`src/rtl/mux_2to1_rr_arb.sv`:
```
// Registered 2:1 round-robin stream arbiter.
// Two valid/ready sources (a, b) compete for one output register. A one-bit
// last-winner pointer breaks ties so that sources alternate under contention.
// The winning word is held in a one-entry output register and is tagged with
// y_sel (0 = a, 1 = b), the same encoding a 2:1 gate mux consumes.
//
// Ports:
//   clk      in   clock, rising edge
//   reset    in   synchronous active-high reset
//   a        in   source A data          a_valid in / a_ready out
//   b        in   source B data          b_valid in / b_ready out
//   y        out  registered output data y_valid out / y_ready in
//   y_sel    out  source of y, registered with y
module mux_2to1_rr_arb #(
  parameter int unsigned WIDTH = 8
) (
  input  logic             clk,
  input  logic             reset,
  input  logic [WIDTH-1:0] a,
  input  logic             a_valid,
  output logic             a_ready,
  input  logic [WIDTH-1:0] b,
  input  logic             b_valid,
  output logic             b_ready,
  output logic [WIDTH-1:0] y,
  output logic             y_valid,
  input  logic             y_ready,
  output logic             y_sel
);

  typedef enum logic [1:0] {
    StEmpty = 2'b00,
    StHoldA = 2'b01,
    StHoldB = 2'b10
  } state_e;

  state_e           state_q, state_d;
  logic [WIDTH-1:0] y_q;
  logic             y_sel_q;
  logic             last_sel_q;

  logic space;
  logic grant_a;
  logic grant_b;
  logic load;

  // Grant and handshake logic. Readies are masked during reset so that a
  // source never believes a word was taken in a cycle that reset discards.
  always_comb begin
    space   = (state_q == StEmpty) || y_ready;
    grant_b = b_valid && (!a_valid || !last_sel_q);
    grant_a = a_valid && !grant_b;
    a_ready = !reset && space && grant_a;
    b_ready = !reset && space && grant_b;
    load    = a_ready || b_ready;
  end

  // Next-state logic. A load takes priority over a drain so that a drain and
  // a load in the same cycle keep the register full with no bubble.
  always_comb begin
    state_d = state_q;
    if (load) begin
      state_d = grant_b ? StHoldB : StHoldA;
    end else if ((state_q != StEmpty) && y_ready) begin
      state_d = StEmpty;
    end
  end

  // State and datapath registers. last_sel resets to 1 so A wins the first tie.
  // y and y_sel are only written on a load; a drain leaves them untouched.
  always_ff @(posedge clk) begin
    if (reset) begin
      state_q    <= StEmpty;
      y_q        <= '0;
      y_sel_q    <= 1'b0;
      last_sel_q <= 1'b1;
    end else begin
      state_q <= state_d;
      if (load) begin
        y_q        <= grant_b ? b : a;
        y_sel_q    <= grant_b;
        last_sel_q <= grant_b;
      end
    end
  end

  // Output decode.
  always_comb begin
    y_valid = (state_q != StEmpty);
    y       = y_q;
    y_sel   = y_sel_q;
  end

endmodule

```
`config.mk`:
```
export PLATFORM = sky130hd
export DESIGN_NAME = mux_2to1_rr_arb
export DESIGN_NICKNAME = d
export VERILOG_FILES = /design/src/rtl/mux_2to1_rr_arb.sv
export SDC_FILE = /design/constraint.sdc
export NUM_CORES = 1
export LEC_CHECK = 0
export CORE_ASPECT_RATIO = 0.9
export CORE_UTILIZATION = 36
export CTS_BUF_LIST = sky130_fd_sc_hd__clkbuf_8
export DETAILED_ROUTE_END_ITERATION = 8
export GPL_TIMING_DRIVEN = 0
export PLACE_DENSITY_LB_ADDON = 0.25
export SLEW_MARGIN = 25
export SYNTH_ARGS = -nofsm -noshare
export SYNTH_HDL_FRONTEND = slang
export SYNTH_SLANG_ARGS = --single-unit
```
`constraint.sdc`:
```
create_clock -name clk -period 1.1 [get_ports clk]
set_input_delay 0.33 -clock clk [delete_from_list [all_inputs] [get_ports clk]]
set_output_delay 0.33 -clock clk [all_outputs]
set_load 0.02 [all_outputs]
```
# ---- Yosys cells after proc, flatten, opt, wreduce, memory -nomap -nowiden
# Index checks and enable logic that the tools add are counted.
dict set report totals {
  output_inout_bits 12
  reg_bits 12
  in_bits 21
}
dict set report classes {
  n_reduce_logical 16
  n_mux 4
}
# cell count
set op_table {}
lappend op_table {{$mux 8} 1}
lappend op_table {{$logic_and 1x1->1} 6}
lappend op_table {{$mux 2} 3}
lappend op_table {{$logic_not 1->1} 4}
lappend op_table {{$reduce_bool 2->1} 2}
lappend op_table {{$logic_or 1x1->1} 3}
lappend op_table {{$logic_not 2->1} 1}

# ---- Depth between registers and ports, before layout
dict set report logic_depth {
  ltp_word 8
  depth_mapped 5
  mapped_depth_nobuf 3
}

# ---- Worst setup path before layout
# Ideal clock, no wire load.
dict set report synth_timing {
  path_kind {input to output}
  start {in b_valid}
  end {out b_ready}
  arrival_time_ns 0.975
  path_buffers 1
  path_stages 3
  path_slack_ns -0.205
  path_cell_list {a21bo_1 > buf_2 > nor2_1}
}
dict set report synth_between {
  elab_chain_cells 2
}
# item line
set synth_rtl {}
lappend synth_rtl {{start: declaration} 23} ;# input logic b_valid,
lappend synth_rtl {{$logic_and 1x1->1} 51} ;# grant_b = b_valid && (!a_valid || !last_sel_q);
lappend synth_rtl {{$logic_and 1x1->1} 54} ;# b_ready = !reset && space && grant_b;
lappend synth_rtl {{end: declaration} 24} ;# output logic b_ready,
# Every way passes these cells.

# ---- Worst setup path in the final report
dict set report layout_timing {
  start {reg last_sel_q}
  end {out a_ready}
}
dict set report layout_between {
  elab_chain_cells 6
}
# item line
set layout_rtl {}
lappend layout_rtl {{start: declaration} 40} ;# logic last_sel_q;
lappend layout_rtl {{start signal: assignment} 82} ;# last_sel_q <= grant_b;
lappend layout_rtl {{$logic_not 1->1} 51}
lappend layout_rtl {{$logic_or 1x1->1} 51}
lappend layout_rtl {{$logic_and 1x1->1} 51}
lappend layout_rtl {{$logic_not 1->1} 52} ;# grant_a = a_valid && !grant_b;
lappend layout_rtl {{$logic_and 1x1->1} 52}
lappend layout_rtl {{$logic_and 1x1->1} 53} ;# a_ready = !reset && space && grant_a;
lappend layout_rtl {{end: declaration} 21} ;# output logic a_ready,
# Every way passes these cells.

==> results.cfg <==
[outcome]
outcome = complete, but fails checks
violations = setup timing

[floorplan]
start_util_pct = 41.0
core_area_um2 = 1550
die_w_um = 46.2
io-pin-count = 33
die_area_um2 = 1930
die_h_um = 41.8
rows = 13

[worst_setup_path]
required_ns = 0.77
end_kind = output port
r2r_slack_ns = -0.12
cpMaxStageDelayCell = dfxtp_2
cp-start-kind = register
crit_arrival_ns = 1.17
max_stage_delay_ns = 0.33
worstReg2RegEnd = y[7]$_SDFFE_PP0P_
ff2ff_path_depth = 6
worstPathCellList = a21bo_4, and4b_2, buf_6
crit_type = register to output port
path_max_fanout = 3
r2r-start = last_sel_q$_SDFFE_PP1P_
path_delay_family = flip-flops
path_buf_inv = 1

[grt]
grt_pass1_vias = 628
antenna_found_initial = 0
grt_first_pass_wirelength_um = 2950
grt_max_degree = 11
grt_remaining_overflow = 0
grt_use_total_pct = 21.9

[timing]
setup_viol = 13
period_needed_ns = 1.50
max_slew_margin_pct = 80.9
final.setup_skew_ns = 0.00562
drv_slew = 0
tightest_slew_ns = 0.287
fmax_mhz = 667
rsz0062_at_grt = yes
fin_crit_sh_pct = 136
fin_ws_ns = -0.399
hold-worst-slack_ns = 0.449
hold_viol_final = 0

[yosys]
synth-edff-count = 0
yosys_warnings = 0
synth.distinct_cells = 22
syn_area_um2 = 633
synth_fp_nets = 90
yosysMostFrequentCell = nand2_1
ys.flop_type = dfxtp_1
ys_seq_area_share_pct = 37.9
syn_inst = 69
synth_area_leaders = dfxtp_1 (38%), a311oi_2 (19%), nand2_1 (9.5%)
synth_top_area_cell = dfxtp_1
netlist.area_leader.share_pct = 37.9
async_flop_share_pct = 0
ys_ff_latch = 12
avgSynthCellArea_um2 = 9.18
yosys-top-cells-count = nand2_1 (16), dfxtp_1 (12), a21oi_1 (10), a311oi_2 (8), nor2_1 (3)

[final_layout]
drive_gt1_share_pct = 48.6
area_growth_pct = 74.3
layout.cells.non_filler = 131
fin_nets = 132
diodes = 0

[clocking]
clockBufferDepth = 2
cts_tree = built
cts_buffers = 3
cts_hold_buf = 0
clockRootBuffer = clkbuf_8
clock_latency_ns = 0.24
clock_sinks = 12
cts-htree-levels = 1
path_clk_slew_ns = 0.06

[detailed_routing]
drtAntennaViolNets = 0
first_iter_violations = 14
drc_errors = 0
dr.pass1.iters = 4
dr_total_vias = 680
finalWirelength_um = 1970
wl_per_cell_um = 15.0
routed_via_density = 5.19

[hold_path]
whs_endpoint = last_sel_q$_SDFFE_PP1P_
min_from = b_valid
min_path_type = input port to register
hold_path_depth = 3

[power]
ir_worst_vdd_uv = 724
p_leak_nw = 0.444
p_per_area_nw_per_um2 = 1210

[job]
cap_violations = 0

[place]
place_inst = 123
gp_congestion = 0.686
port_buffers = 32
dp_hpwl_um = 1150
==> sequential cells by signal (all words and copies together), names as in the netlist <==
name / count
last_sel_q: 1
y: 8
y_sel: 1
state_q: 2
==> what timing repair did <==
action	CTS	global route
endpoints found under the setup margin	24	15
pin swaps	5	4
buffers inserted	7	0
cloned	1	0
gates resized for setup	85	5
==> placed cells by master, fill, tap and decap left out, drive strengths merged, types with 2 or more instances in the layout <==
master	instances
buf	24
clkdlybuf4s15	2
a311oi	8
clkdlybuf4s50	16
clkbuf	3
nor2	3
nand2b	2
dfxtp	12
nand2	16
a21oi	10
==> per-layer routing <==
layer | vias up | part of all wire [%] | GRT usage (%)
met1 | 321 | 42 | 27.4
met5 | - | 0 | 0
li1 | 328 | - | -
met3 | 4 | 4.3 | 2.61
met4 | 0 | 1.4 | 14.1
met2 | 27 | 52 | 34.1
==> how the worst max path moves through the flow <==
stage                                 start                 to  slack, ns  cells past startpoint
floorplan                           a_valid  y[0]$_SDFFE_PP0P_      -0.06                      5
global placement                    a_valid            b_ready      -1.18                      5
detailed placement                  a_valid            b_ready      -1.18                      5
CTS                 last_sel_q$_SDFFE_PP1P_            a_ready      -0.38                      3
global route        last_sel_q$_SDFFE_PP1P_            a_ready      -0.42                      3
finish              last_sel_q$_SDFFE_PP1P_            a_ready      -0.40                      3
==> cell type report <==
type | count | area, um2
fillers | 117 | 442
multi-input cells | 51 | 413
repair buffers | 40 | 358
flip-flops and latches | 12 | 244
clock buffers | 3 | 41.3
well taps | 22 | 27.5
plain buffers | 2 | 16.3
inverters | 1 | 3.75
==> where the power goes <==
part | internal [W] | switching (W)
Sequential | 0.000476 | 0.0000240
Combinational | 0.000223 | 0.000213
Clock | 0.000241 | 0.000164
==> worst reg2reg max path, stage by stage (launching register included) <==
cell	delay [ns]
dfxtp_2	0.35
a21bo_4	0.15
buf_6	0.12
buf_6	0.10
buf_6	0.12
nand2_2	0.05
a311oi_2	0.25
==> per-stage QoR <==
stage	TNS (ns)	util [%]	instance area, um2	setup slack [ns]	power, W
after floorplan	-0.581	-	648	-0.0585	0.000719
after global placement	-11.40	64.5	996	-1.18	0.000893
after detailed placement	-11.58	64.5	996	-1.18	0.000898
after CTS	-1.48	70.4	1090	-0.376	0.00132
after global routing	-2.32	71.4	1100	-0.419	0.00139
final	-1.80	71.4	1100	-0.399	0.00134
==> kinds of logic after synthesis <==
kind of cell | share of synthesized area (%)
simple gates | 19.4
compound gates | 36.4
flops | 37.9
buf+inv | 6.32
No activity file was read; power rests on OpenSTA's default activity.
